<file path="src/rtl/cofre_pkg.sv">
// rtl/cofre_pkg.sv - shared state encoding and keypad constants for the cofre lock
package cofre_pkg;

    typedef enum logic [2:0] {
        IDLE    = 3'd0,
        ENTRY   = 3'd1,
        OPEN    = 3'd2,
        LOCKOUT = 3'd3,
        PROG    = 3'd4
    } state_t;

    localparam int NO_KEY = 0;

endpackage

</file>
<file path="src/rtl/cofre_timer.sv">
// rtl/cofre_timer.sv - loadable lockout down-counter with zero flag
module cofre_timer #(
    parameter int WIDTH = 4
) (
    input  logic             clk,
    input  logic             reset,
    input  logic             load,
    input  logic [WIDTH-1:0] load_value,
    input  logic             en,
    output logic             zero
);

    logic [WIDTH-1:0] count;

    always_ff @(posedge clk or negedge reset) begin
        if (!reset) begin
            count <= '0;
        end else if (load) begin
            count <= load_value;
        end else if (en && (count != '0)) begin
            count <= count - WIDTH'(1);
        end
    end

    assign zero = (count == '0);

endmodule

</file>
<file path="src/rtl/cofre_param.sv">
// rtl/cofre_param.sv - combination lock FSM with lockout; COFRE_PROG_EN enables code programming
module cofre_param
    import cofre_pkg::*;
#(
    parameter int                         DIGIT_W        = 2,
    parameter int                         CODE_LEN       = 5,
    parameter logic [DIGIT_W*CODE_LEN-1:0] DEFAULT_CODE  = 10'b11_10_01_10_11,
    parameter int                         MAX_TRIES      = 3,
    parameter int                         LOCKOUT_CYCLES = 16
) (
    input  logic                           clk,
    input  logic                           reset,
    input  logic [DIGIT_W-1:0]             digito,
    input  logic                           fecha,
    input  logic                           prog,
    output logic                           led,
    output logic                           bloqueado,
    output logic [$clog2(MAX_TRIES+1)-1:0] tentativas
);

    localparam int IDX_W = (CODE_LEN > 1) ? $clog2(CODE_LEN) : 1;
    localparam int TW    = $clog2(MAX_TRIES + 1);
    localparam int CW    = (LOCKOUT_CYCLES > 1) ? $clog2(LOCKOUT_CYCLES) : 1;

    state_t                        state, next_state;
    logic [IDX_W-1:0]              idx, next_idx, pos;
    logic [TW-1:0]                 tries, next_tries;
    logic [DIGIT_W*CODE_LEN-1:0]   code;
    logic                          timer_load, timer_en, timer_zero;
    logic                          key_hit;
    logic [DIGIT_W-1:0]            expected_digit;

    assign key_hit = (digito != DIGIT_W'(NO_KEY));

    cofre_timer #(.WIDTH(CW)) u_timer (
        .clk        (clk),
        .reset      (reset),
        .load       (timer_load),
        .load_value (CW'(LOCKOUT_CYCLES - 1)),
        .en         (timer_en),
        .zero       (timer_zero)
    );

`ifdef COFRE_PROG_EN
    logic code_we;

    always_ff @(posedge clk or negedge reset) begin
        if (!reset) begin
            code <= DEFAULT_CODE;
        end else if (code_we) begin
            code[idx*DIGIT_W +: DIGIT_W] <= digito;
        end
    end
`else
    logic unused_prog;

    assign code        = DEFAULT_CODE;
    assign unused_prog = prog;
`endif

    always_ff @(posedge clk or negedge reset) begin
        if (!reset) begin
            state <= IDLE;
            idx   <= '0;
            tries <= '0;
        end else begin
            state <= next_state;
            idx   <= next_idx;
            tries <= next_tries;
        end
    end

    // IDLE always compares against digit 0, so a stale idx can never skip digits
    always_comb begin
        next_state     = state;
        next_idx       = idx;
        next_tries     = tries;
        timer_load     = 1'b0;
        timer_en       = 1'b0;
        pos            = (state == IDLE) ? '0 : idx;
        expected_digit = code[pos*DIGIT_W +: DIGIT_W];
`ifdef COFRE_PROG_EN
        code_we        = 1'b0;
`endif
        case (state)
            IDLE, ENTRY: begin
                if (key_hit) begin
                    if (digito == expected_digit) begin
                        if (pos == IDX_W'(CODE_LEN - 1)) begin
                            next_state = OPEN;
                            next_idx   = '0;
                            next_tries = '0;
                        end else begin
                            next_state = ENTRY;
                            next_idx   = pos + IDX_W'(1);
                        end
                    end else begin
                        next_idx = '0;
                        if (tries == TW'(MAX_TRIES - 1)) begin
                            next_state = LOCKOUT;
                            next_tries = '0;
                            timer_load = 1'b1;
                        end else begin
                            next_state = IDLE;
                            next_tries = tries + TW'(1);
                        end
                    end
                end
            end
            OPEN: begin
                if (fecha) begin
                    next_state = IDLE;
                    next_idx   = '0;
`ifdef COFRE_PROG_EN
                end else if (prog) begin
                    next_state = PROG;
                    next_idx   = '0;
`endif
                end
            end
            LOCKOUT: begin
                if (timer_zero) begin
                    next_state = IDLE;
                    next_idx   = '0;
                end else begin
                    timer_en = 1'b1;
                end
            end
`ifdef COFRE_PROG_EN
            PROG: begin
                if (key_hit) begin
                    code_we = 1'b1;
                    if (idx == IDX_W'(CODE_LEN - 1)) begin
                        next_state = OPEN;
                        next_idx   = '0;
                    end else begin
                        next_idx = idx + IDX_W'(1);
                    end
                end
            end
`endif
            default: begin
                next_state = IDLE;
                next_idx   = '0;
            end
        endcase
    end

    always_comb begin
        led       = (state == OPEN);
        bloqueado = (state == LOCKOUT);
    end

    assign tentativas = tries;

endmodule
</file>
<file path="config.mk">
export PLATFORM = sky130hd
export DESIGN_NAME = cofre_param
export DESIGN_NICKNAME = d
export VERILOG_FILES = /design/src/rtl/cofre_pkg.sv /design/src/rtl/cofre_timer.sv /design/src/rtl/cofre_param.sv
export SDC_FILE = /design/constraint.sdc
export NUM_CORES = 1
export LEC_CHECK = 0
export ABC_AREA = 1
export BUFFER_PORTS_ARGS = -buffer_cell sky130_fd_sc_hd__buf_2
export CAP_MARGIN = 20
export CORE_MARGIN = 2
export CORE_UTILIZATION = 43
export CTS_BUF_LIST = sky130_fd_sc_hd__clkbuf_16
export CTS_CLUSTER_SIZE = 25
export DETAILED_ROUTE_END_ITERATION = 10
export SLEW_MARGIN = 20
export SYNTH_ARGS = -nofsm -noshare
export SYNTH_HDL_FRONTEND = slang
export SYNTH_SLANG_ARGS = --single-unit
</file>
<file path="constraint.sdc">
create_clock -name clk -period 1.8 [get_ports clk]
set_clock_uncertainty 0.2 [all_clocks]
set_input_delay 0.09 -clock clk [delete_from_list [all_inputs] [get_ports clk]]
set_output_delay 0.09 -clock clk [all_outputs]
set_load 0.01 [all_outputs]
</file>
==> flow_summary.yaml <==
route:
  vias_per_cell: 5.10
  dr.pass1.iters: 4
  vias: 683
  ant_nets: 0
  routed_wl_um: 1540
  drc: 0
  wire_per_inst_um: 11.5
  drtIter0Drc: 9
critical_path:
  worstPathArrival_ps: 1540
  slowest_delay_ps: 510
  critPathKind: "reg -> reg"
  crit_buf_inv: 0
  cp_cell_sequence: "nor2_1 -> nor2_2 -> nand3_1 -> nand2_1 -> nand2_2 -> nand3_2 -> nand3_1"
  crit_cells: 7
  critPathMaxFanout: 7
  r2r-end: "u_timer.count[2]"
  cp-start-kind: "register"
  critical-path-top-delay-family: "simple AND/OR/NAND/NOR gates"
  crit_path_top_delay_cell: "dfrtp_1"
  endpoint_kind: "register"
  r2r_start: "idx[0]"
  worstPathRequired_ps: 1710
  rrSetupSlack_ps: 180
  r2r_cells: 7
  crit_top_cell: "nand3_1"
place:
  portBuffers: 8
  dp_hpwl_um: 1130
  place_area_um2: 803
  gp_congestion: 0.799
global_routing:
  met3_usage: 0.0360
  track_usage: 0.179
  grt_pass1_wl_um: 2640
  use_met2: 0.289
  grt_max_degree: 12
  grt_overflow: 0
  grt_pass1_vias: 605
  grt.busiest_layer: "met2"
  antenna_found_initial: 0
  global_route.usage.met1: 0.234
cts:
  htreeDepth: 1
  clk_latency_ps: 240
  cts_buffers: 3
  clkTransAtPathRegs_ps: 40
  cts_tree: "built"
  root_buffer: "clkbuf_16"
  ctsHoldBuffers: 1
  clk_path_buf_depth: 2
  cts_setup_buffers: 0
  clock_sinks: 11
  ctsResizeCount: 0
pwr:
  switching_share: 0.402
  p_leak_nw: 0.464
  p_sw_uw: 552
  p_per_area_nw_per_um2: 1540
  internal_power_uw: 821
  seqPwrFrac: 0.313
  pwr-share-comb: 0.396
  irDropWorstVdd_v: 0.000867
  power.share.clock: 0.291
timing:
  tns_ps: 0
  hold_viol: 0
  finalSetupViolations: 0
  period_share: 0.901
  worst_slew_pin_slew_ps: 569
  finalMaxSlewViolations: 0
  rsz0062_at_grt: "no"
  slew-limit-headroom: 0.617
  timing.final.crit_period_ps: 1620
  max_freq_mhz: 617
cells_and_area:
  drive_above_1_share: 0.212
  final_area_um2: 892
  antennaDiodeCount: 0
  area_growth_pct: 22.5
  fin_nets: 126
yosys:
  yosysSeqAreaShare: 0.378
  yosys_warnings: 0
  synth_cell_type_count: 18
  syn_area_um2: 728
  ys_ff_latch: 11
  synth_cells: 103
  syn_avg_cell_area_um2: 7.07
  synth_nets: 110
floorplan:
  core_um2: 1540
  die_area_um2: 2040
  ios: 10
  rows: 14
  die_h_um: 45.2
  initial_utilization: 0.472
  dieWidth_um: 45.2
outcome:
  status: "finished clean"
job:
  drv_cap: 0
min_path:
  holdCritPathClass: "in -> async"
## layer usage
| layer | up-vias | share of wire |
|---|---|---|
| li1 | 363 | - |
| met4 | 0 | 0.0084 |
| met5 | - | 0 |
| met2 | 9 | 0.48 |
| met3 | 2 | 0.028 |
| met1 | 309 | 0.48 |
## power by group through the flow
stage	Sequential (mW)	Clock (mW)	Combinational [mW]
2_1_floorplan	0.421	0	0.398
3_3_place_gp	0.430	0	0.532
3_5_place_dp	0.429	0	0.540
4_1_cts	0.429	0.409	0.551
5_1_grt	0.444	0.424	0.620
6_report	0.430	0.399	0.544
## layout make-up
cell class | count | area [µm²]
flip-flops and latches | 11 | 275
multi-input cells | 77 | 397
fillers | 145 | 649
clock inverters | 1 | 3.75
well taps | 16 | 20.0
inverters | 15 | 56.3
repair buffers | 11 | 65.1
clock buffers | 3 | 75.1
## placed cells by master, fill, tap and decap left out, drive strengths merged
| cell type | instances |
|---|---|
| dlygate4sd3 | 1 |
| ha | 1 |
| o21ai | 4 |
| nand4 | 4 |
| inv | 16 |
| nand3 | 20 |
| nor2 | 10 |
| xor2 | 1 |
| a21oi | 2 |
| dfrtp | 11 |
| buf | 10 |
| clkbuf | 3 |
| nand2 | 34 |
| o211ai | 1 |
## synth_stat cells (all sizes together)
cell	n	share of area
nand2	34	0.20
nand3	20	0.17
inv	15	0.077
dfrtp	11	0.38
nor2	10	0.055
nand4	4	0.034
o21ai	4	0.027
a21oi	2	0.024
ha	1	0.017
o211ai	1	0.010
xor2	1	0.012
## registers in the layout, indices dropped and copies added, names as in the netlist
name           count
u_timer.count      4
idx                3
tentativas         2
state              2
## worst register-to-register path: cells and delay by family, from the launching register on
family / cells / cell delay (ps)
flops: 1 / 510
simple gates: 7 / 780
## how the worst max path moves through the flow
stage,start,to,slack [ps]
after global placement,idx[0],u_timer.count[2],180
after detailed placement,idx[0],u_timer.count[2],190
after global routing,state[1],state[0],10
after floorplan,u_timer.count[0],state[0],320
after CTS,state[1],u_timer.count[2],170
final,idx[0],u_timer.count[2],180
## stage by stage
| stage | util | setup WS (ps) | std cells | power (mW) | hold WS [ps] |
|---|---|---|---|---|---|
| 5_1_grt | 0.579 | 11.4 | 134 | 1.49 | 94.5 |
| 2_1_floorplan | - | 319 | 103 | 0.819 | -406 |
| 3_5_place_dp | 0.521 | 185 | 129 | 0.969 | -226 |
| 6_report | 0.579 | 178 | 134 | 1.37 | 49.2 |
| 3_3_place_gp | 0.521 | 179 | 129 | 0.962 | -229 |
| 4_1_cts | 0.579 | 170 | 134 | 1.39 | 65.4 |
## cells by family after synthesis
| group | after synthesis | synth area share |
|---|---|---|
| compound gates | 7 | 0.0619 |
| buf+inv | 15 | 0.0773 |
| xor+xnor | 1 | 0.0120 |
| fa+ha+maj | 1 | 0.0172 |
| simple gates | 68 | 0.454 |
| flops | 11 | 0.378 |
No activity file was read; power rests on OpenSTA's default activity.
